--- config.mk ---
export PLATFORM = sky130hd
export DESIGN_NAME = exec_wb_ctrl
export DESIGN_NICKNAME = d
export VERILOG_FILES = /design/src/rtl/exec_wb_pkg.sv /design/src/rtl/exec_wb_ctrl_load_align.sv /design/src/rtl/exec_wb_ctrl.sv
export SDC_FILE = /design/constraint.sdc
export NUM_CORES = 1
export LEC_CHECK = 0
export ABC_AREA = 1
export BUFFER_PORTS_ARGS = -buffer_cell sky130_fd_sc_hd__buf_2
export CAP_MARGIN = 20
export CELL_PAD_IN_SITES_DETAIL_PLACEMENT = 1
export CELL_PAD_IN_SITES_GLOBAL_PLACEMENT = 2
export CORE_MARGIN = 3
export CORE_UTILIZATION = 31
export DETAILED_ROUTE_END_ITERATION = 8
export MAX_ROUTING_LAYER = met4
export PLACE_DENSITY_LB_ADDON = 0.1
export SKIP_CTS_REPAIR_TIMING = 1
export SYNTH_ARGS = -nofsm -noshare
export SYNTH_HDL_FRONTEND = slang
export SYNTH_HIERARCHICAL = 1
export SYNTH_SLANG_ARGS = --single-unit
--- constraint.sdc ---
create_clock -name clk -period 3 [get_ports clk]
set_input_delay 0 -clock clk [delete_from_list [all_inputs] [get_ports clk]]
set_output_delay 0 -clock clk [all_outputs]
set_load 0.05 [all_outputs]
--- src/rtl/exec_wb_pkg.sv ---
// exec_wb_pkg: shared definitions for the execute/writeback controller.
//   - RV opcode[6:0] values handled by the controller
//   - LOAD/STORE funct3 width codes
//   - controller state encoding
//   - width_legal(): funct3 legality check for a LOAD or STORE
package exec_wb_pkg;

  localparam logic [6:0] OP     = 7'b0110011;
  localparam logic [6:0] OP_IMM = 7'b0010011;
  localparam logic [6:0] LUI    = 7'b0110111;
  localparam logic [6:0] AUIPC  = 7'b0010111;
  localparam logic [6:0] LOAD   = 7'b0000011;
  localparam logic [6:0] STORE  = 7'b0100011;
  localparam logic [6:0] BRANCH = 7'b1100011;
  localparam logic [6:0] JAL    = 7'b1101111;
  localparam logic [6:0] JALR   = 7'b1100111;

  // funct3[1:0] is log2 of the access size in bytes; funct3[2] selects zero-extension.
  localparam logic [2:0] F3_B  = 3'b000;
  localparam logic [2:0] F3_H  = 3'b001;
  localparam logic [2:0] F3_W  = 3'b010;
  localparam logic [2:0] F3_D  = 3'b011;
  localparam logic [2:0] F3_BU = 3'b100;
  localparam logic [2:0] F3_HU = 3'b101;
  localparam logic [2:0] F3_WU = 3'b110;

  // EXEC is the decode cycle between accept and MEM/WB, giving the
  // two-cycle busy window of a non-memory instruction.
  typedef enum logic [1:0] {
    ST_IDLE = 2'd0,
    ST_EXEC = 2'd1,
    ST_MEM  = 2'd2,
    ST_WB   = 2'd3
  } state_t;

  // Doubleword accesses and LWU only exist on a 64-bit datapath.
  function automatic logic width_legal(input logic       store,
                                       input logic [2:0] f3,
                                       input logic       rv64);
    if (store) return (f3 inside {F3_B, F3_H, F3_W}) || (rv64 && f3 == F3_D);
    return (f3 inside {F3_B, F3_H, F3_W, F3_BU, F3_HU}) ||
           (rv64 && (f3 == F3_D || f3 == F3_WU));
  endfunction

endpackage

--- src/rtl/exec_wb_ctrl_load_align.sv ---
// load_align: combinational load-lane extraction.
//   rdata  in  XLEN     aligned memory word
//   offset in  log2(XLEN/8)  byte offset of the access inside the word
//   funct3 in  3        load width/sign selector
//   data   out XLEN     extracted lane, sign- or zero-extended to XLEN
module load_align
  import exec_wb_pkg::*;
#(
  parameter int XLEN = 32,
  parameter int OFFW = $clog2(XLEN / 8)
) (
  input  logic [XLEN-1:0] rdata,
  input  logic [OFFW-1:0] offset,
  input  logic [2:0]      funct3,
  output logic [XLEN-1:0] data
);

  logic [XLEN-1:0] lane;

  // Move the addressed byte lane down to bit 0.
  assign lane = rdata >> {offset, 3'b000};

  // A size cast of a signed operand sign-extends; of an unsigned one, zero-extends.
  always_comb begin
    // NOTE: assign a default before the case so no path leaves data unassigned (no latch).
    data = '0;
    case (funct3)
      F3_B:    data = XLEN'($signed(lane[7:0]));
      F3_H:    data = XLEN'($signed(lane[15:0]));
      F3_W:    data = XLEN'($signed(lane[31:0]));
      F3_BU:   data = XLEN'(lane[7:0]);
      F3_HU:   data = XLEN'(lane[15:0]);
      F3_WU:   data = XLEN'(lane[31:0]);
      default: data = lane;
    endcase
  end

endmodule

--- src/rtl/exec_wb_ctrl.sv ---
// exec_wb_ctrl: multi-cycle execute/writeback controller for an RV32/RV64I core.
//   Handshake : in_valid/in_ready (ready only in IDLE), instruction fields opcode,
//               funct3, rs1_input, rs2_input, imm, pc_input, alu_output, br_taken.
//   Memory    : mem_req/mem_we/mem_addr/mem_wdata/mem_wstrb out, mem_ack/mem_rdata in.
//   Writeback : rd_we/rd_data, j_signal/jump, illegal, bus_err, misalign (WB pulses).
// Parameters: XLEN (32/64), MEM_TIMEOUT (MEM cycles before bus_err, 0 = never).
// Build option: define MISALIGN_TRAP_EN to trap misaligned accesses; otherwise
// the address is aligned down to the access size and misalign stays 0.
module exec_wb_ctrl
  import exec_wb_pkg::*;
#(
  parameter int XLEN        = 32,
  parameter int MEM_TIMEOUT = 16
) (
  input  logic              clk,
  input  logic              rst,
  input  logic              in_valid,
  output logic              in_ready,
  input  logic [6:0]        opcode,
  input  logic [2:0]        funct3,
  input  logic [XLEN-1:0]   rs1_input,
  input  logic [XLEN-1:0]   rs2_input,
  input  logic [XLEN-1:0]   imm,
  input  logic [XLEN-1:0]   pc_input,
  input  logic [XLEN-1:0]   alu_output,
  input  logic              br_taken,
  output logic              mem_req,
  output logic              mem_we,
  output logic [XLEN-1:0]   mem_addr,
  output logic [XLEN-1:0]   mem_wdata,
  output logic [XLEN/8-1:0] mem_wstrb,
  input  logic              mem_ack,
  input  logic [XLEN-1:0]   mem_rdata,
  output logic              rd_we,
  output logic [XLEN-1:0]   rd_data,
  output logic              j_signal,
  output logic [XLEN-1:0]   jump,
  output logic              illegal,
  output logic              bus_err,
  output logic              misalign
);

  localparam int STRB = XLEN / 8;
  localparam int OFFW = $clog2(STRB);

  state_t state, state_nxt;

  logic [6:0]      op_q;
  logic [2:0]      f3_q;
  logic [XLEN-1:0] rs1_q, rs2_q, imm_q, pc_q, alu_q, rdata_q;
  logic            br_q, tmo_q;
  logic [31:0]     tmo_cnt;

  logic            accept, is_load, is_store, is_mem, known_op, width_ok;
  logic            illegal_c, misalign_c, tmo_hit;
  logic [XLEN-1:0] eff_addr, acc_addr, jalr_sum, load_data, st_wdata;
  logic [OFFW-1:0] off_mask;
  logic [STRB-1:0] st_wstrb;

  assign accept   = in_valid && in_ready;
  assign is_load  = (op_q == LOAD);
  assign is_store = (op_q == STORE);
  assign is_mem   = is_load || is_store;
  assign known_op = op_q inside {OP, OP_IMM, LUI, AUIPC, LOAD, STORE, BRANCH, JAL, JALR};
  assign width_ok = width_legal(is_store, f3_q, XLEN == 64);
  assign illegal_c = !known_op || (is_mem && !width_ok);
  assign eff_addr = rs1_q + imm_q;
  assign jalr_sum = rs1_q + imm_q;
  assign tmo_hit  = (MEM_TIMEOUT != 0) && !mem_ack && (tmo_cnt == 32'(MEM_TIMEOUT - 1));

  // Address bits below the access size.
  always_comb begin
    off_mask = '0;
    case (f3_q[1:0])
      2'b00:   off_mask = '0;
      2'b01:   off_mask = OFFW'(1);
      2'b10:   off_mask = OFFW'(3);
      default: off_mask = '1;
    endcase
  end

  // Aligned-down access address; identical to eff_addr for aligned accesses.
  assign acc_addr = {eff_addr[XLEN-1:OFFW], eff_addr[OFFW-1:0] & ~off_mask};

`ifdef MISALIGN_TRAP_EN
  assign misalign_c = is_mem && width_ok && (|(eff_addr[OFFW-1:0] & off_mask));
`else
  assign misalign_c = 1'b0;
`endif

  // Store data replicated into every lane of its size; strobes select the addressed lane.
  always_comb begin
    st_wdata = rs2_q;
    st_wstrb = '1;
    case (f3_q[1:0])
      2'b00: begin
        st_wdata = {(XLEN/8){rs2_q[7:0]}};
        st_wstrb = STRB'(1) << acc_addr[OFFW-1:0];
      end
      2'b01: begin
        st_wdata = {(XLEN/16){rs2_q[15:0]}};
        st_wstrb = STRB'(3) << acc_addr[OFFW-1:0];
      end
      2'b10: begin
        st_wdata = {(XLEN/32){rs2_q[31:0]}};
        st_wstrb = STRB'(15) << acc_addr[OFFW-1:0];
      end
      default: begin
        st_wdata = rs2_q;
        st_wstrb = '1;
      end
    endcase
  end

  load_align #(.XLEN(XLEN)) u_load_align (
    .rdata  (rdata_q),
    .offset (acc_addr[OFFW-1:0]),
    .funct3 (f3_q),
    .data   (load_data)
  );

  // State register. Asynchronous reset returns to IDLE at once, dropping mem_req.
  always_ff @(posedge clk or negedge rst) begin
    // NOTE: sequential state is always written with non-blocking assignments.
    if (!rst) state <= ST_IDLE;
    else      state <= state_nxt;
  end

  always_comb begin
    state_nxt = state;
    case (state)
      ST_IDLE: if (accept) state_nxt = ST_EXEC;
      ST_EXEC: state_nxt = (is_mem && !illegal_c && !misalign_c) ? ST_MEM : ST_WB;
      ST_MEM:  if (mem_ack || tmo_hit) state_nxt = ST_WB;
      default: state_nxt = ST_IDLE;
    endcase
  end

  // Instruction fields, captured load data and the MEM timeout tracking.
  always_ff @(posedge clk or negedge rst) begin
    if (!rst) begin
      op_q    <= '0;
      f3_q    <= '0;
      rs1_q   <= '0;
      rs2_q   <= '0;
      imm_q   <= '0;
      pc_q    <= '0;
      alu_q   <= '0;
      br_q    <= 1'b0;
      rdata_q <= '0;
      tmo_q   <= 1'b0;
      tmo_cnt <= '0;
    end else begin
      if (accept) begin
        op_q  <= opcode;
        f3_q  <= funct3;
        rs1_q <= rs1_input;
        rs2_q <= rs2_input;
        imm_q <= imm;
        pc_q  <= pc_input;
        alu_q <= alu_output;
        br_q  <= br_taken;
      end
      if (state == ST_EXEC) begin
        tmo_cnt <= '0;
        tmo_q   <= 1'b0;
      end
      if (state == ST_MEM) begin
        if (mem_ack)      rdata_q <= mem_rdata;
        else if (tmo_hit) tmo_q   <= 1'b1;
        else              tmo_cnt <= tmo_cnt + 32'd1;
      end
    end
  end

  always_comb begin
    in_ready  = (state == ST_IDLE);
    mem_req   = 1'b0;
    mem_we    = 1'b0;
    mem_addr  = '0;
    mem_wdata = '0;
    mem_wstrb = '0;
    rd_we     = 1'b0;
    rd_data   = '0;
    j_signal  = 1'b0;
    jump      = '0;
    illegal   = 1'b0;
    bus_err   = 1'b0;
    misalign  = 1'b0;
    case (state)
      ST_MEM: begin
        mem_req  = 1'b1;
        mem_we   = is_store;
        mem_addr = acc_addr;
        if (is_store) begin
          mem_wdata = st_wdata;
          mem_wstrb = st_wstrb;
        end
      end
      ST_WB: begin
        if (illegal_c)       illegal  = 1'b1;
        else if (misalign_c) misalign = 1'b1;
        else begin
          case (op_q)
            OP, OP_IMM: begin rd_we = 1'b1; rd_data = alu_q; end
            LUI:        begin rd_we = 1'b1; rd_data = imm_q; end
            AUIPC:      begin rd_we = 1'b1; rd_data = pc_q + imm_q; end
            JAL: begin
              rd_we = 1'b1; rd_data = pc_q + XLEN'(4);
              j_signal = 1'b1; jump = pc_q + imm_q;
            end
            JALR: begin
              rd_we = 1'b1; rd_data = pc_q + XLEN'(4);
              j_signal = 1'b1; jump = jalr_sum & ~XLEN'(1);
            end
            BRANCH: begin j_signal = br_q; jump = pc_q + imm_q; end
            LOAD: begin
              if (tmo_q) bus_err = 1'b1;
              else begin rd_we = 1'b1; rd_data = load_data; end
            end
            default: bus_err = tmo_q;
          endcase
        end
      end
      default: ;
    endcase
  end

endmodule

* After elaboration in Yosys (flattened, before gate mapping)
Cells that the tools add are included.
** Word-level totals
- Flip-flop bits (word level) :: 238
- Input bits :: 207
- Output and inout port bits :: 140
- Logic and storage cells :: 113
** Cells by class
- $add $sub $neg :: 4
- Equal/unequal tests :: 21
- Shifts and indexed selects :: 4
- Muxes and demuxes :: 46
- Bitwise gates (word level) :: 2
- Reduce and logical (&&, ||, !) cells :: 24
** Operators by type and width (number)
- $mux 32 :: 12
- $pmux 32 s5 :: 1
- $pmux 32 s2 :: 2
- $pmux 32 s4 :: 1
- $add 32x32->32 :: 2
- $add 32x1->32 const B :: 1
- $add 32x3->32 const B :: 1
- $eq 32x4->1 const B :: 1
- $shr 32x5->32 :: 1
- $eq 7x6->1 const B :: 3
- $eq 7x7->1 const B :: 3
- $mux 1 :: 20
- $eq 7x5->1 const B :: 2
- $pmux 4 s3 :: 1
- $reduce_bool 9->1 :: 1
- $mux 4 :: 2
- $eq 7x2->1 const B :: 1
- $reduce_or 7->1 :: 1
- $eq 2x2->1 const B :: 3
- $eq 3x3->1 const B :: 2
- $pmux 1 s2 :: 3
- $pmux 2 s3 :: 1
- $reduce_or 2->1 :: 3
- $reduce_or 6->1 :: 1
- other kinds (20) :: 32

* Depth between registers and ports, before layout
Gate-level depths: netlist of run 1.
- Word-level depth :: 11
- Mapped depth :: 17
- Gate-level depth less buffers :: 15

* Modules after synthesis
The synthesis of run 1 kept the hierarchy.
** By module, submodules not included
- exec_wb_ctrl :: instances 1, cells an instance 2692, area an instance 18333.8 um2, seq. area each 5955.7 um2
- load_align :: instances 1, cells an instance 158, area an instance 920.9 um2, seq. area each 0.0 um2

* Worst setup path after synthesis of run 1
Ideal clock, no wire load.
- Kind :: flip-flop to output port
- Start :: register f3_q[1]
- End :: output rd_data[18]
- Arrival :: 3.082 ns
- Data required time :: 3.000 ns
- Path slack :: -0.082 ns
- Stages on the path, launching flop included :: 17
- Cell sequence :: dfrtp_1 > inv_1 > ha_1 > buf_4 > nor2_4 > clkinv_1 > nand2_1 > inv_1 > buf_4 > nor2_4 > buf_4 > o211ai_1 > nand3_2 > nand2_1 > nand3_1 > a21oi_1 > a21oi_1
** On the way
- Cells in the longest elaborated chain, start to end :: 10
- Elaborated cells between the ends (all ways) :: 23
- Those cells by class :: eq/ne (5); shift (1); mux (8); bitwise (2); reduce/logical (7)
** RTL lines
- from (decl) :: RTL line exec_wb_ctrl.sv:49 : logic [2:0] f3_q;
- from (signal assigned) :: RTL line exec_wb_ctrl.sv:156 : f3_q <= funct3;
- $eq 2x1->1 or $logic_not 2->1 (tied branches) :: RTL line exec_wb_ctrl.sv:74 : case (f3_q[1:0])
- $pmux 2 s2 * :: RTL line exec_wb_ctrl.sv:74
- $not 2->2 * :: RTL line exec_wb_ctrl.sv:83 : assign acc_addr = {eff_addr[XLEN-1:OFFW], eff_addr[OFFW-1:0] & ~off_mask};
- $and 2x2->2 * :: RTL line exec_wb_ctrl.sv:83
- via acc_addr[1] :: RTL line exec_wb_ctrl.sv:56 : logic [XLEN-1:0] eff_addr, acc_addr, jalr_sum, load_data, st_wdata;
- $shr 32x5->32 * :: RTL line exec_wb_ctrl_load_align.sv:21 : assign lane = rdata >> {offset, 3'b000};
- $pmux 32 s4 * :: RTL line exec_wb_ctrl_load_align.sv:27 : case (funct3)
- via load_data[18] :: RTL line exec_wb_ctrl.sv:56
- $mux 32 * :: RTL line exec_wb_ctrl.sv:218 : if (tmo_q) bus_err = 1'b1;
- $pmux 32 s5 * :: RTL line exec_wb_ctrl.sv:204 : case (op_q)
- $mux 32 * :: RTL line exec_wb_ctrl.sv:201 : if (illegal_c) illegal = 1'b1;
- $mux 32 * :: RTL line exec_wb_ctrl.sv:190 : case (state)
- to (decl) :: RTL line exec_wb_ctrl.sv:35 : output logic [XLEN-1:0] rd_data,
Mark *: on every way through the listed nets, which the timed path passes. The rest lies on a longest branch. The select of a mux whose other input is x is not followed.

* Final worst setup path of run 1
- Start :: register imm_q[0]
- End :: output rd_data[8]
** On the way
- Cells in the longest elaborated chain, start to end :: 8
- Elaborated cells between the ends (all ways) :: 9
- Those cells by class :: add/sub (2); shift (1); mux (5); bitwise (1)
** RTL lines
- from (decl) :: RTL line exec_wb_ctrl.sv:50 : logic [XLEN-1:0] rs1_q, rs2_q, imm_q, pc_q, alu_q, rdata_q;
- from (signal assigned) :: RTL line exec_wb_ctrl.sv:159 : imm_q <= imm;
- $add 32x32->32 :: RTL line exec_wb_ctrl.sv:67 : assign eff_addr = rs1_q + imm_q;
- $and 2x2->2 :: RTL line exec_wb_ctrl.sv:83
- via acc_addr[1] :: RTL line exec_wb_ctrl.sv:56
- $shr 32x5->32 :: RTL line exec_wb_ctrl_load_align.sv:21
- $pmux 32 s4 :: RTL line exec_wb_ctrl_load_align.sv:27
- via load_data[8] :: RTL line exec_wb_ctrl.sv:56
- $mux 32 :: RTL line exec_wb_ctrl.sv:218
- $pmux 32 s5 :: RTL line exec_wb_ctrl.sv:204
- $mux 32 :: RTL line exec_wb_ctrl.sv:201
- $mux 32 :: RTL line exec_wb_ctrl.sv:190
The timed path passes the listed nets, and every way through them passes these cells.

==> out/results.tsv, run 1 <==
stage	metric	value	unit
outcome	status	finished, violations left	
outcome	violations	negative setup slack	
sta	rsz0062_at_grt	yes	
clock_tree	root_buffer	clkbuf_16	
sta	finalSetupViolCount	35	
routing	wl_per_cell	24.14	um
setup_path	r2r-start	tmo_cnt[0]$_DFF_PN0_	
sta	relSlewSlack	33.78	%
sta	final.min_clock_period	3.295	ns
setup_path	ff2ff_setup_slack	0.65	ns
global_routing	grt_pass1_wl	140100	um
die	die_h	255.2	um
power_and_ir_drop	power_leakage	13.50	nW
power_and_ir_drop	power.switching	18.55	mW
finish	nets	3758	
routing	ant_nets	0	
setup_path	start_kind	flop	
setup_path	critPathLaunch	imm_q[0]$_DFFE_PN0P_	
setup_path	cp-end-kind	primary output	
power_and_ir_drop	power_density	1219	nW/um^2
yosys	ys_ff_latch	238	
finish	area_growth	45.16	%
yosys	synthArstFlopShare	100.0	%
finish	fin_util	45.88	%
power_and_ir_drop	seqPwrFrac	20.0	%
setup_path	ff2ff_path_depth	10	
die	die_area	65140	sq um
power_and_ir_drop	worst_ir_drop_vdd	0.0007021	V
sta	setup-tns-final	-6.540	ns
die	start_util	31.61	%
power_and_ir_drop	netSwitchingFraction	54.43	%
die	core_area	60920	sq um
die	rows	90	
finish	final_layout_size_suffix_gt1_share	29.28	%
power_and_ir_drop	p_int	15.53	mW
place	portBuffers	345	
routing	num_vias	22330	
setup_path	path_class	reg2out	
clock_tree	clk-insertion-delay-late	0.56	ns
yosys	syn_area	19250	sq um
clock_tree	clk_path_buf_depth	3	
global_routing	grt_pass1_vias	21470	
setup_path	worstReg2RegEnd	state[1]$_DFFE_PN0P_	
clock_tree	htreeDepth	2	
yosys	syn_area_per_cell	6.756	sq um
yosys	synth_top_area_cell	dfrtp_1	
run	drv_cap	0	
sta	slew_viol_final	0	
global_routing	grt_use_total	30.04	%
yosys	synthesis.instances	2850	
global_routing	antenna_found_initial	2	
sta	finalHoldViolCount	0	
power_and_ir_drop	power_frac_comb	68.0	%
setup_path	cp_data_arrival_time	3.30	ns
power_and_ir_drop	p_total	34.08	mW
die	ioPinCount	347	
yosys	synth-edff-count	0	
global_routing	grt_max_degree	74	
yosys	yosysMostFrequentCell	nand2_1	
clock_tree	cts_tree	built	
clock_tree	clock-sinks	238	
place	pre_cts_ws	-0.06342	ns
yosys	ys_top_cells_by_count	nand2_1, inv_1, nor2_1	
sta	skew	0.01106	ns
sta	finalWorstSetupSlack	-0.2954	ns
yosys	syn-num-nets	3133	
place	dp_hpwl	79990	um
yosys	synth_seq_area_share	30.93	%
die	dieWidth	255.2	um
yosys	ys.flop_type	dfrtp_1	
yosys	ys_warn_count	6	
routing	drt-total-wl	104500	um
yosys	synthTopCellsByArea	dfrtp_1, nand2_1, mux2_2	
routing	viasPerCell	5.159	
place	gp_congestion	0.9784	
global_routing	grt_overflow	0	
sta	worstMarginPinSlew	0.9933	ns
sta	max_freq	303.5	MHz
setup_path	critPathRequiredTime	3.00	ns
sta	fin_crit_sh	109.8	%
routing	drc_errors	0	
setup_path	setup.worst_path.end	rd_data[8]	
setup_path	path_max_fanout	14	
routing	dr.pass1.iters	5	
hold_path	hold_path_class	in2async	
power_and_ir_drop	clkPwrFrac	12.1	%
yosys	synth_cell_types	49	
yosys	yosysTopAreaCellShare	30.93	%
clock_tree	clk_pin_slew	0.06	ns
routing	drtIter0Drc	1363	
clock_tree	cts_made_buffers	34	
-- layer usage --
layer / wire [um] / vias to the layer above / global-route usage, %
li1: - / 10380 / -
met1: 46520 / 11160 / 41.07
met2: 49160 / 640 / 46.57
met3: 4997 / 143 / 3.607
met4: 3779 / 0 / 9.220
met5: 0 / - / -
-- layout by cell type (no fill, tap or decap), types with 8 or more instances in the layout --
master,instances
xor2_1,27
a21oi_2,43
clkinv_2,10
nor2_2,19
o21ai_0,51
nor2_1,298
o211ai_1,16
xnor2_1,8
buf_2,277
ha_2,10
ha_1,27
inv_1,360
a21oi_4,19
xor2_2,11
nand2_2,47
a21oi_1,129
nand3_1,158
nand3_2,41
inv_2,20
nand2_1,840
nand3_4,13
buf_4,106
ha_4,37
nand4_1,39
mux2_2,164
buf_12,26
clkbuf_16,39
clkbuf_4,13
nor3_1,56
dfrtp_1,207
dfrtp_2,31
or2_2,8
dlygate4sd3_1,205
buf_6,39
-- kinds of logic after synthesis --
group	count (synthesis)	share of synthesized area [%]
xor+xnor	47	2.138
other cells	1	0.01948
buf+inv	472	9.903
mux	164	9.591
simple gates	1557	34.13
fa+ha+maj	76	5.017
flops	238	30.93
compound gates	295	8.272
-- worst min-delay path by stage --
stage | slack, ns | end | startpoint | cells after the start
finish | 0.02 | rs1_q[7]$_DFFE_PN0P_ | rst | 2
global route | 0.07 | tmo_cnt[26]$_DFF_PN0_ | mem_ack | 5
CTS | -0.55 | rs1_q[11]$_DFFE_PN0P_ | rst | 1
detailed placement | 0.04 | rs1_q[7]$_DFFE_PN0P_ | rst | 1
global placement | 0.03 | rs1_q[7]$_DFFE_PN0P_ | rst | 1
floorplan | -0.30 | alu_q[0]$_DFFE_PN0P_ | rst | 0
-- worst max-delay path: stages, from the launching register on --
cell	delay (ns)
dfrtp_2	0.44
ha_4	0.18
fa_2	0.63
nand2_2	0.08
inv_2	0.07
buf_12	0.15
inv_8	0.05
buf_12	0.14
o211ai_1	0.24
nand2_1	0.13
a211oi_1	0.28
a21oi_1	0.12
buf_4	0.20
-- sequential cells by signal (all words and copies together) (netlist names) --
| name | flops |
|---|---|
| tmo_cnt | 32 |
| br_q | 1 |
| imm_q | 32 |
| pc_q | 32 |
| tmo_q | 1 |
| rs1_q | 32 |
| rdata_q | 32 |
| alu_q | 32 |
| rs2_q | 32 |
| op_q | 7 |
| state | 2 |
| f3_q | 3 |
-- per-stage QoR --
stage | instance area, sq um | hold WS [ns] | std cells
after global placement | 22620 | 0.02957 | 4021
after detailed placement | 22620 | 0.03740 | 4021
after global routing | 27950 | 0.07309 | 4327
after floorplan | 19310 | -0.2956 | 2850
final | 27950 | 0.02258 | 4328
after CTS | 23710 | -0.5481 | 4079
-- power groups by stage --
stage	registers [mW]	clock network [mW]	logic [mW]
global route	6.90	4.33	25.2
CTS	6.43	4.21	19.8
floorplan	5.53	0	13.2
global placement	6.42	0	19.4
detailed placement	6.47	0	19.7
finish	6.81	4.11	23.2
-- final cells by class --
cell class                 instances  area, sq um
fill                            7579        32970
antenna                            3        7.507
tap                              828         1036
clock buffer                      41        927.1
clock inverter                    17        161.4
timing repair buffer             674         5461
sequential                       238         5995
inverter                         386         1475
multi-input combinational       2141        12890
No activity file was read; power rests on OpenSTA's default activity.
==> run 2, diff against run 1 <==
Settings changed: ABC_AREA 1 to default, CORE_UTILIZATION 31 to 34.
==> run 2 against run 1 <==
  * The flow still finishes with violations (negative setup slack)
  * Via count is 24% lower
  * First-iteration DRC count is 5.3% lower
  * Highest routed layer unchanged
  * Fmax is 16% lower
  * Critical endpoint is now rd_data[29]
  * Utilization is 11 points higher
  * Synthesized cell count is 41% lower
  * Clock power is 4% lower
  * Die area is 24% lower
  * Final area is 7.2% lower
  * Clock-buffer cell count is 1 lower
==> out/results.tsv, run 2 <==
stage	metric	value	unit	change
outcome	status	finished, violations left		unchanged
outcome	violations	negative setup slack		unchanged
setup_path	critPathRequiredTime	3.00	ns	about the same
setup_path	r2r-start	tmo_cnt[21]$_DFF_PN0_		was tmo_cnt[0]$_DFF_PN0_
global_routing	grt_pass1_wl	101800	um	was 140100 um
sta	fin_crit_sh	130.5	%	was 109.8%
run	drv_cap	0		unchanged
power_and_ir_drop	clkPwrFrac	11.1	%	was 12.1%
global_routing	antenna_found_initial	2		unchanged
die	start_util	34.82	%	was 31.61%
yosys	synth_seq_area_share	37.21	%	was 30.93%
setup_path	critical-path-top-delay-family	compound AO/OA/AOI/OAI gates		was adder cells
global_routing	grt_max_degree	96		was 74
die	die_area	49710	sq um	was 65140 sq um
place	dp_hpwl	52430	um	was 79990 um
yosys	syn_area	16000	sq um	was 19250 sq um
clock_tree	clock-sinks	238		unchanged
die	ioPinCount	347		unchanged
yosys	ys_warn_count	6		unchanged
routing	num_vias	16880		was 22330
sta	final.min_clock_period	3.914	ns	was 3.295 ns
sta	max_freq	255.5	MHz	was 303.5 MHz
setup_path	cp_cell_sequence	buf_6 -> ha_4 -> a211oi_4 -> o21bai_2 -> o41a_1 -> a211o_1 -> a2111oi_4 -> buf_4 -> o31ai_4 -> a221oi_2 -> xnor2_2 -> o21ai_1 -> buf_6		was ha_4 -> fa_2 -> nand2_2 -> inv_2 -> buf_12 -> inv_8 -> buf_12 -> o211ai_1 -> nand2_1 -> a211oi_1 -> a21oi_1 -> buf_4
place	portBuffers	345		unchanged
setup_path	cp_data_arrival_time	3.91	ns	was 3.30 ns
clock_tree	clk-insertion-delay-late	0.61	ns	was 0.56 ns
routing	drt-total-wl	74450	um	was 104500 um
die	die_h	223.0	um	was 255.2 um
finish	final_layout_size_suffix_gt1_share	46.29	%	was 29.28%
sta	worstMarginPinSlew	0.8417	ns	was 0.9933 ns
setup_path	cp-end-kind	primary output		unchanged
routing	drc_errors	0		unchanged
finish	final_area	25920	sq um	was 27950 sq um
setup_path	cpMostUsedCell	buf_6		was buf_12
routing	drtIter0Drc	1291		was 1363
sta	relSlewSlack	43.89	%	was 33.78%
clock_tree	cts_tree	built		unchanged
power_and_ir_drop	netSwitchingFraction	47.24	%	was 54.43%
sta	slew_viol_final	0		unchanged
setup_path	max_stage_delay	0.41	ns	was 0.63 ns
power_and_ir_drop	power_leakage	11.40	nW	was 13.50 nW
die	dieWidth	223.0	um	was 255.2 um
yosys	synth_top_area_cell	dfrtp_1		unchanged
place	place_area	20390	sq um	was 22620 sq um
yosys	synthArstFlopShare	100.0	%	unchanged
setup_path	start_kind	flop		unchanged
power_and_ir_drop	power_frac_comb	71.5	%	was 68.0%
setup_path	crit_slowest_cell	o41a_1		was fa_2
place	gp_congestion	0.9836		was 0.9784
power_and_ir_drop	worst_ir_drop_vdd	0.001087	V	was 0.0007021 V
yosys	yosysMostFrequentCell	dfrtp_1		was nand2_1
yosys	synth-edff-count	0		unchanged
routing	ant_nets	0		unchanged
finish	area_growth	61.99	%	was 45.16%
sta	skew	0.01708	ns	was 0.01106 ns
global_routing	grt_overflow	0		unchanged
clock_tree	clk_pin_slew	0.06	ns	about the same
power_and_ir_drop	p_total	35.44	mW	was 34.08 mW
yosys	ys_top_cells_by_count	dfrtp_1, mux2_2, nand2_1		was nand2_1, inv_1, nor2_1
setup_path	path_max_fanout	3		was 14
clock_tree	root_buffer	clkbuf_16		unchanged
setup_path	worstReg2RegEnd	state[1]$_DFFE_PN0P_		unchanged
routing	viasPerCell	5.472		was 5.159
power_and_ir_drop	p_int	18.70	mW	was 15.53 mW
place	pre_cts_ws	-0.4538	ns	was -0.06342 ns
sta	rsz0062_at_grt	yes		unchanged
global_routing	grt_use_total	26.98	%	was 30.04%
yosys	synthesis.instances	1693		was 2850
finish	num-fill-cells	5004		was 7579
power_and_ir_drop	power.switching	16.74	mW	was 18.55 mW
sta	finalWorstSetupSlack	-0.9138	ns	was -0.2954 ns
setup_path	path_class	reg2out		unchanged
clock_tree	clk_path_buf_depth	3		unchanged
power_and_ir_drop	power_density	1367	nW/um^2	was 1219 nW/um^2
finish	final_common_cell	buf_2		was nand2_1
yosys	synth_cell_types	77		was 49
sta	finalHoldViolCount	0		unchanged
power_and_ir_drop	seqPwrFrac	17.4	%	was 20.0%
global_routing	grt_pass1_vias	16810		was 21470
clock_tree	cts_made_buffers	30		was 34
yosys	syn-num-nets	1976		was 3133
sta	finalSetupViolCount	80		was 35
yosys	ys_ff_latch	238		unchanged
routing	wl_per_cell	24.14	um	about the same
finish	nets	2743		was 3758
clock_tree	htreeDepth	1		was 2
routing	dr.pass1.iters	9		was 5
die	core_area	45970	sq um	was 60920 sq um
yosys	yosysTopAreaCellShare	37.21	%	was 30.93%
finish	layout_common_cells	buf_2, buf_4, dfrtp_1		was nand2_1, inv_1, nor2_1
yosys	syn_area_per_cell	9.453	sq um	was 6.756 sq um
yosys	ys.flop_type	dfrtp_1		unchanged
setup_path	ff2ff_setup_slack	0.47	ns	was 0.65 ns
setup_path	ff2ff_path_depth	7		was 10
sta	worst_hold_slack	0.05929	ns	was 0.02258 ns
yosys	synthTopCellsByArea	dfrtp_1, mux2_2, ha_1		was dfrtp_1, nand2_1, mux2_2
hold_path	hold_path_class	in2async		unchanged
setup_path	cp_num_buf_inv	3		was 5
die	rows	78		was 90
==> run 2: cell count changes after synthesis, moves of 29 or more <==
cell / delta
a21oi_1: -71
clkbuf_1: +51
nor3_1: -38
nand2_1: -729
nand3_1: -151
and2_1: +33
inv_1: -334
a222oi_1: +29
mux2_2: +40
buf_2: -33
xnor2_1: +35
o21ai_0: +48
nor2_1: -202
==> run 2: through the flow <==
stage	util [%]	setup TNS [ns]	instances
final	56.40	-38.51	3084
after CTS	46.67	-65.16	2829
after detailed placement	44.35	-12.50	2775
after global routing	56.40	-50.37	3084
after global placement	44.35	-9.907	2775
after floorplan	-	-1.027	1693
==> run 2: power groups by stage <==
stage | sequential (mW) | combinational, mW | clock, mW
floorplan | 5.58 | 11.9 | 0
global placement | 5.99 | 19.0 | 0
detailed placement | 6.05 | 19.4 | 0
CTS | 6.01 | 19.5 | 4.00
global route | 6.30 | 27.0 | 4.15
finish | 6.15 | 25.4 | 3.93
==> run 2: worst max path at each step <==
stage	slack [ns]	cells after the start	end	start
6_report	-0.91	13	rd_data[29]	imm_q[0]$_DFFE_PN0P_
5_1_grt	-1.05	13	jump[29]	imm_q[0]$_DFFE_PN0P_
4_1_cts	-1.13	12	rd_data[13]	imm_q[0]$_DFFE_PN0P_
3_5_place_dp	-0.45	12	rd_data[13]	imm_q[0]$_DFFE_PN0P_
3_3_place_gp	-0.39	12	rd_data[13]	rs1_q[0]$_DFFE_PN0P_
2_1_floorplan	-0.31	10	rd_data[29]	imm_q[1]$_DFFE_PN0P_
==> run 2: kinds of logic after synthesis <==
family | count (synthesis) | synth area share [%]
xor+xnor | 81 | 4.433
other cells | 1 | 0.02343
flops | 238 | 37.21
compound gates | 443 | 18.11
buf+inv | 135 | 3.362
fa+ha+maj | 76 | 6.036
mux | 228 | 15.85
simple gates | 491 | 14.96
==> run 2: cell type report <==
| class | instances | area, sq um | share of cell area (%) |
|---|---|---|---|
| repair buffers | 830 | 6784 | 26.17 |
| multi-input cells | 1320 | 11190 | 43.18 |
| well taps | 600 | 750.7 | 2.896 |
| clock inverters | 14 | 198.9 | 0.7674 |
| diodes | 2 | 5.005 | 0.01930 |
| inverters | 40 | 163.9 | 0.6322 |
| flip-flops and latches | 238 | 5961 | 22.99 |
| clock buffers | 40 | 868.3 | 3.349 |
==> run 2: metal layers <==
| layer | global-route usage, % | routed length (um) | up-vias |
|---|---|---|---|
| met2 | 44.40 | 37270 | 486 |
| met3 | 3.105 | 3061 | 109 |
| met4 | 6.132 | 2090 | 0 |
| met5 | - | 0 | - |
| met1 | 35.85 | 32030 | 8549 |
| li1 | - | - | 7731 |
==> run 3, diff against run 2 <==
Settings changed: SETUP_SLACK_MARGIN from default to 0.1.
==> run 3 against run 2 <==
  * Clock power increased by 3%
  * Final cell count increased by 0.29%
  * Clock-buffer cell count increased by 1
  * Clock skew decreased by 0.0077 ns
  * Highest routed layer unchanged
  * Critical endpoint is now jump[29]
  * Combinational power about the same
  * First-iteration DRC count decreased by 17%
  * Largest cell class unchanged
  * Sequential share of layout area decreased by 0.14 points
  * The run still ends with negative setup slack left
  * Non-clock buffer count increased by 5
  * Routed wire length decreased by 1.0%
==> out/results.tsv, run 3 (synthesized netlist as in run 2, its figures left out) <==
stage	metric	value	unit	change
die	ioPinCount	347		unchanged
setup_path	critPathRequiredTime	3.00	ns	about the same
die	start_util	34.82	%	unchanged
die	die_h	223.0	um	unchanged
sta	max_freq	262.6	MHz	was 255.5 MHz
place	place_inst	2774		was 2775
sta	final.min_clock_period	3.808	ns	was 3.914 ns
clock_tree	root_buffer	clkbuf_16		unchanged
routing	wl_per_cell	23.83	um	was 24.14 um
finish	layoutNonFillerInstCount	3093		was 3084
power_and_ir_drop	power_density	1372	nW/um^2	was 1367 nW/um^2
routing	num_vias	16850		was 16880
finish	area_growth	63.19	%	was 61.99%
setup_path	cp_data_arrival_time	3.81	ns	was 3.91 ns
sta	finalHoldViolCount	0		unchanged
die	die_area	49710	sq um	unchanged
global_routing	grt_pass1_vias	16740		was 16810
routing	drt-total-wl	73700	um	was 74450 um
setup_path	ff2ff_path_depth	10		was 7
sta	rsz0062_at_grt	yes		unchanged
routing	ant_nets	0		unchanged
power_and_ir_drop	power_leakage	11.42	nW	was 11.40 nW
sta	slew_viol_final	0		unchanged
setup_path	cp-end-kind	primary output		unchanged
setup_path	worstReg2RegEnd	tmo_cnt[26]$_DFF_PN0_		was state[1]$_DFFE_PN0P_
setup_path	path_class	reg2out		unchanged
place	portBuffers	345		unchanged
clock_tree	cts_made_buffers	30		unchanged
clock_tree	cts_tree	built		unchanged
sta	finalSetupViolCount	80		unchanged
outcome	violations	negative setup slack		unchanged
die	rows	78		unchanged
finish	num-fill-cells	4978		was 5004
sta	worst_hold_slack	0.06044	ns	was 0.05929 ns
setup_path	start_kind	flop		unchanged
sta	relSlewSlack	43.59	%	was 43.89%
sta	fin_crit_sh	126.9	%	was 130.5%
routing	drc_errors	0		unchanged
clock_tree	clk_pin_slew	0.06	ns	about the same
finish	nets	2749		was 2743
setup_path	ff2ff_setup_slack	0.43	ns	was 0.47 ns
global_routing	antenna_found_initial	4		was 2
global_routing	grt_pass1_wl	101700	um	was 101800 um
routing	dr.pass1.iters	7		was 9
die	dieWidth	223.0	um	unchanged
clock_tree	clk_path_buf_depth	3		unchanged
finish	final_common_cell	buf_2		unchanged
sta	skew	0.009375	ns	was 0.01708 ns
setup_path	r2r-start	tmo_cnt[0]$_DFF_PN0_		was tmo_cnt[21]$_DFF_PN0_
clock_tree	clk-insertion-delay-late	0.60	ns	was 0.61 ns
setup_path	path_max_fanout	5		was 3
finish	final_layout_size_suffix_gt1_share	47.65	%	was 46.29%
power_and_ir_drop	worst_ir_drop_vdd	0.001278	V	was 0.001087 V
run	drv_cap	0		unchanged
outcome	status	finished, violations left		unchanged
sta	finalWorstSetupSlack	-0.8078	ns	was -0.9138 ns
place	dp_hpwl	52340	um	was 52430 um
routing	viasPerCell	5.447		was 5.472
sta	worstMarginPinSlew	0.8461	ns	was 0.8417 ns
place	gp_congestion	0.9699		was 0.9836
clock_tree	htreeDepth	1		unchanged
hold_path	hold_path_class	in2async		unchanged
clock_tree	clock-sinks	238		unchanged
die	core_area	45970	sq um	unchanged
global_routing	grt_use_total	26.93	%	was 26.98%
global_routing	grt_max_degree	94		was 96
finish	fin_util	56.82	%	was 56.40%
place	pre_cts_ws	-0.5665	ns	was -0.4538 ns
finish	layout_common_cells	buf_2, buf_4, dfrtp_1		unchanged
routing	drtIter0Drc	1069		was 1291
global_routing	grt_overflow	0		unchanged
==> run 3: cell types whose count changed in the layout (fill, tap and decap cells not counted), moves of 7 or more <==
cell,change
nor2_1,-7
nand2_1,-10
buf_12,-8
nand2_2,+9
buf_6,+14
==> run 3: layout make-up <==
type	count	area, sq um	area share, %
tap	600	750.7	2.875
clock buffer	41	882.1	3.378
multi-input combinational	1320	11300	43.25
sequential	238	5968	22.85
clock inverter	14	220.2	0.8432
timing repair buffer	835	6824	26.13
timing repair inverter	1	7.507	0.02875
antenna	4	10.01	0.03833
inverter	40	157.7	0.6036
==> run 3: power by group <==
part	switching [mW]	leakage [nW]	internal [mW]	total, mW
clock	1.58	0.550	2.48	4.06
sequential	1.53	2.87	4.68	6.21
combinational	13.6	8.00	11.9	25.6
==> run 3: how the worst max path moves through the flow <==
stage | slack (ns) | cells after the start | from | endpoint
2_1_floorplan | -0.29 | 10 | imm_q[1]$_DFFE_PN0P_ | rd_data[29]
3_3_place_gp | -0.50 | 13 | imm_q[0]$_DFFE_PN0P_ | rd_data[11]
3_5_place_dp | -0.57 | 13 | imm_q[0]$_DFFE_PN0P_ | rd_data[11]
4_1_cts | -1.24 | 13 | imm_q[0]$_DFFE_PN0P_ | rd_data[11]
5_1_grt | -0.99 | 13 | imm_q[0]$_DFFE_PN0P_ | rd_data[11]
6_report | -0.81 | 12 | imm_q[1]$_DFFE_PN0P_ | jump[29]
==> run 3: metrics by stage <==
step	power, mW	cell area [sq um]	setup TNS [ns]
floorplan	17.52	16250	-1.694
global placement	25.13	20360	-9.684
detailed placement	25.49	20360	-11.89
CTS	29.72	21460	-62.15
global route	37.82	26120	-48.08
finish	35.82	26120	-37.75
==> run 3: routing by layer <==
metal / share of wire (%) / wire length, um / GRT usage [%]
met2: 49 / 36320 / 43.94
met1: 44 / 32200 / 35.89
met4: 2.7 / 2012 / 5.989
met3: 4.3 / 3170 / 3.474
met5: 0 / 0 / -
==> run 3: critical path: stages, from the launching register on <==
cell and delay, ns:
dfrtp_2 0.46, ha_4 0.25, a211oi_4 0.21, o21bai_2 0.10, o41a_1 0.37, a211o_1 0.39, a2111oi_4 0.30, buf_4 0.19
o31ai_4 0.06, a221oi_2 0.32, xnor2_2 0.18, o21ai_2 0.21, buf_12 0.16
